**src/rtl/pipe_stage_reg.sv**
```systemverilog
// Pipeline stage register carrying NFIELDS packed fields with valid/ready backpressure,
// flush-to-bubble and an optional two-entry skid buffer that registers in_ready.
module pipe_stage_reg #(
    parameter int unsigned DATA_W  = 32,
    parameter int unsigned NFIELDS = 4,
    parameter int unsigned SKID    = 1,
    parameter int unsigned CNT_W   = 16
) (
    input  logic                      clk,
    input  logic                      reset,
    input  logic                      in_valid,
    output logic                      in_ready,
    input  logic [NFIELDS*DATA_W-1:0] in_data,
    input  logic                      flush,
    output logic                      out_valid,
    input  logic                      out_ready,
    output logic [NFIELDS*DATA_W-1:0] out_data,
    output logic [1:0]                occupancy,
    output logic [CNT_W-1:0]          stall_cnt
);

    localparam int unsigned W = NFIELDS * DATA_W;

    typedef enum logic [1:0] {
        StEmpty = 2'd0,
        StOne   = 2'd1,
        StTwo   = 2'd2
    } state_e;

    state_e           state_q, state_d;
    logic [W-1:0]     main_q, main_d;
    logic [W-1:0]     skid_q, skid_d;
    logic             rdy_q, rdy_d;
    logic [CNT_W-1:0] stall_q, stall_d;

    logic accept;
    logic emit;

    assign out_valid = (state_q != StEmpty);
    // rdy_q is low for the cycle after reset; with SKID it also carries the registered ready
    assign in_ready  = (SKID != 0) ? rdy_q : (rdy_q && (!out_valid || out_ready));
    assign accept    = in_valid && in_ready;
    assign emit      = out_valid && out_ready;
    assign out_data  = main_q;
    assign stall_cnt = stall_q;

    always_comb begin
        state_d = state_q;
        main_d  = main_q;
        skid_d  = skid_q;

        if (flush) begin
            state_d = StEmpty;
            main_d  = '0;
            skid_d  = '0;
        end else begin
            unique case (state_q)
                StEmpty: begin
                    if (accept) begin
                        main_d  = in_data;
                        state_d = StOne;
                    end
                end
                StOne: begin
                    if (accept && emit) begin
                        main_d = in_data;
                    end else if (emit) begin
                        // Clearing M keeps out_data a NOP bubble while empty
                        main_d  = '0;
                        state_d = StEmpty;
                    end else if (accept && (SKID != 0)) begin
                        skid_d  = in_data;
                        state_d = StTwo;
                    end
                end
                StTwo: begin
                    if (emit) begin
                        main_d  = skid_q;
                        skid_d  = '0;
                        state_d = StOne;
                    end
                end
                default: begin
                    main_d  = '0;
                    skid_d  = '0;
                    state_d = StEmpty;
                end
            endcase
        end

        rdy_d = (state_d != StTwo);
    end

    always_comb begin
        stall_d = stall_q;
        if (out_valid && !out_ready && (stall_q != {CNT_W{1'b1}})) begin
            stall_d = stall_q + CNT_W'(1);
        end
    end

    always_comb begin
        occupancy = 2'd0;
        unique case (state_q)
            StEmpty: occupancy = 2'd0;
            StOne:   occupancy = 2'd1;
            StTwo:   occupancy = 2'd2;
            default: occupancy = 2'd0;
        endcase
    end

    always_ff @(posedge clk) begin
        if (!reset) begin
            state_q <= StEmpty;
            main_q  <= '0;
            skid_q  <= '0;
            rdy_q   <= 1'b0;
            stall_q <= '0;
        end else begin
            state_q <= state_d;
            main_q  <= main_d;
            skid_q  <= skid_d;
            rdy_q   <= rdy_d;
            stall_q <= stall_d;
        end
    end

endmodule
```
**config.mk**
```make
export PLATFORM = sky130hd
export DESIGN_NAME = pipe_stage_reg
export DESIGN_NICKNAME = d
export VERILOG_FILES = /design/src/rtl/pipe_stage_reg.sv
export SDC_FILE = /design/constraint.sdc
export NUM_CORES = 1
export LEC_CHECK = 0
export BUFFER_PORTS_ARGS = -buffer_cell sky130_fd_sc_hd__buf_2
export CAP_MARGIN = 30
export CORE_MARGIN = 1.5
export CORE_UTILIZATION = 35
export DETAILED_ROUTE_END_ITERATION = 12
export PLACE_DENSITY_LB_ADDON = 0.2
export RECOVER_POWER = 50
export REMOVE_ABC_BUFFERS = 1
export SLEW_MARGIN = 20
export SYNTH_ARGS = -nofsm -noshare
export SYNTH_HDL_FRONTEND = slang
export SYNTH_SLANG_ARGS = --single-unit
```
**constraint.sdc**
```tcl
create_clock -name clk -period 3.7 [get_ports clk]
set_input_delay 0.37 -clock clk [delete_from_list [all_inputs] [get_ports clk]]
set_output_delay 0.37 -clock clk [all_outputs]
set_load 0.02 [all_outputs]
```
==> impl_metrics.tcl <==
set metrics [dict create \
    clockBufferDepth 3 \
    clk_pin_slew_ns 0.06 \
    post-route-util_pct 42.2 \
    status "finished, violations left" \
    yosysWarnings 0 \
    die_y_um 189 \
    clk_latency_ns 0.55 \
    synth_seq_cells 275 \
    cts_tree "done" \
    final_hold_viol_count 0 \
    critPathCaptureType "register" \
    setup_viol 0 \
    syn_area_um2 12200 \
    first_pass_iters 6 \
    wl_per_cell_um 17.4 \
    post-route-period-util_pct 77.3 \
    drive_gt1_share_pct 14.0 \
    ioPinCount 281 \
    timing.final.crit_period_ns 2.86 \
    initial_utilization_pct 35.4 \
    seq_area_um2 5510 \
    wl_met1_mm 15.8 \
    power.density_nw_per_um2 464 \
    rsz0062_at_grt "false" \
    crit_fanout 60 \
    synthToLayoutAreaGrowth_pct 19.3 \
    grt_max_degree 75 \
    multi_input_area_um2 5970 \
    pre_cts_ws_ns 1.20 \
    die_w_um 189 \
    synth_ff_type "dfxtp_1" \
    synth_edf_count 0 \
    clock-root-buffer "clkbuf_16" \
    leakagePower_nw 5.21 \
    slew_headroom_pct -0.282 \
    grt_pass1_wl_mm 53.7 \
    max_freq_ghz 0.350 \
    grt_pass1_vias 9784 \
    synthCells 1269 \
    worstSetupPathType "reg -> reg" \
    drc 0 \
    nets 1613 \
    overflow 0 \
    antenna_found_initial 5 \
    gp_congestion 0.727 \
    core_area_um2 34400 \
    antenna_left 0 \
    cp_data_arrival_time_ns 3.26 \
    failed_checks "max-capacitance violations, max-slew violations" \
    track_usage_pct 18.2 \
    total_power_w 0.00674 \
    cts_max_level 1 \
    io_buffers 280 \
    vias_per_cell 5.33 \
    n_fill_cell 3517 \
    routed-wl-met2_mm 15.5 \
    layout.cells.non_filler 1961 \
    postCtsSetupBuffers 0 \
    numPlacedInstances 1901 \
    vias 10500 \
    dieArea_um2 35900 \
    start_kind "register" \
    timing.max_cap.violations 1 \
    worst_slack_ns 0.841 \
    dpl.hpwl_mm 20.3 \
    rows 68 \
    hold_path.class "in -> reg" \
    tightest_slew_ns 1.50 \
    yosysSeqAreaShare_pct 45.3 \
    clock-sinks 275 \
    dr_wl_met3_mm 2.21 \
    cts_hold_buf 0 \
    avgSynthCellArea_um2 9.58 \
    ir_worst_vdd_v 0.000315 \
    cts_buffers 31 \
    synthArstFlopShare_pct 0 \
    clock_skew_ns 0.00902 \
    drv_slew 36 \
    drt-initial-drc-count 625 \
    post_cts_resized 0 \
    synth.distinct_cells 45 \
    routed.top_layer "met5" \
    required_ns 4.10 \
    wl_mm 34.1 \
]
## layout make-up
| type | instances | share of cell area (%) |
|---|---|---|
| antenna | 3 | 0.0517 |
| clock buffer | 47 | 6.38 |
| clock inverter | 10 | 0.888 |
| inverter | 3 | 0.0862 |
| multi-input combinational | 872 | 41.2 |
| sequential | 275 | 37.9 |
| tap | 455 | 3.92 |
| timing repair buffer | 296 | 9.55 |
## cell usage after synthesis (2+ instances only)
library cell,instances,area (um^2)
nand4_1,11,68.8
nand2b_1,5,31.3
nor3_1,2,10.0
nor2b_1,2,12.5
a22oi_1,128,961
or3_1,5,31.3
mux2i_1,131,1310
clkbuf_1,68,255
nor2_1,266,998
and2_1,130,813
buf_2,30,150
o21a_1,3,22.5
inv_1,2,7.51
o31ai_1,2,15.0
a31oi_1,2,12.5
a221o_1,128,1280
buf_6,3,33.8
and3b_1,2,17.5
nand2_1,6,22.5
a21oi_1,8,40.0
o21bai_1,2,15.0
and3_1,5,31.3
nand3_1,6,30.0
buf_12,11,220
buf_1,5,18.8
and4_1,3,26.3
o21ai_0,10,50.1
buf_4,2,15.0
dfxtp_1,275,5510
## worst max-delay path, stage by stage, from the launching register on
cell      delay [ns]
dfxtp_1         0.41
and3b_1         0.18
o22a_2          0.62
clkbuf_4        1.02
mux2i_1         0.28
nor2_1          0.06
## stage by stage
step	instance area, um^2	hold WS, ns	setup TNS, ns
global placement	13700	0.465	0
detailed placement	13700	0.469	0
global route	14500	0.0528	0
finish	14500	0.0679	0
CTS	14700	0.0380	0
floorplan	11500	0.461	-487.65
## layout by cell type, fill, tap and decap left out, types with 4 or more instances in the layout
| master | netlist | final |
|---|---|---|
| dfxtp_1 | 275 | 275 |
| or3_1 | 5 | 5 |
| clkbuf_1 | 68 | 154 |
| a22oi_1 | 128 | 128 |
| buf_12 | 11 | 4 |
| clkbuf_16 | 0 | 31 |
| a21oi_1 | 8 | 8 |
| and2_1 | 130 | 129 |
| o21ai_0 | 10 | 10 |
| nand3_1 | 6 | 6 |
| a221o_1 | 128 | 128 |
| buf_4 | 2 | 10 |
| clkbuf_8 | 0 | 9 |
| and3_1 | 5 | 4 |
| nand2_1 | 6 | 6 |
| clkinv_2 | 0 | 7 |
| nand4_1 | 11 | 11 |
| nor2_1 | 266 | 266 |
| buf_2 | 30 | 133 |
| mux2i_1 | 131 | 131 |
## where the power goes
| part | leakage (nW) | switching [W] | total (W) | internal (W) |
|---|---|---|---|---|
| clock network | 0.525 | 0.00122 | 0.00314 | 0.00192 |
| logic | 2.46 | 0.000355 | 0.000545 | 0.000190 |
| registers | 2.22 | 0.0000345 | 0.00305 | 0.00301 |
## cell families (layout without fill, tap and decap cells)
group | Yosys count | in the layout | synth area share [%]
buf+inv | 122 | 356 | 5.79
flops | 275 | 275 | 45.3
fa+ha+maj | 1 | 1 | 0.103
mux | 131 | 131 | 10.8
other cells | 0 | 3 | 0
compound gates | 290 | 290 | 20.2
simple gates | 450 | 450 | 17.8
## sequential cells by signal, indices dropped and copies added (netlist names)
register	flops
state_q	2
out_data	128
skid_q	128
stall_cnt	16
in_ready	1
## metal layers
layer,vias up,GRT usage [%]
met3,41,3.52
met4,4,4.67
li1,5060,-
met1,5051,25.0
met5,-,0
met2,301,29.1
## final timing paths
kind,to,cells after the start,from,slack [ns]
min reg2reg,out_data[78]$_SDFFE_PP0P_,1,out_data[78]$_SDFFE_PP0P_,0.48
max reg2reg,skid_q[114]$_SDFFE_PP0P_,5,in_ready$_SDFF_PN0_,0.84
max,skid_q[114]$_SDFFE_PP0P_,5,in_ready$_SDFF_PN0_,0.84
min,out_data[95]$_SDFFE_PP0P_,2,in_data[95],0.07
(Power assumes the default switching activity.)
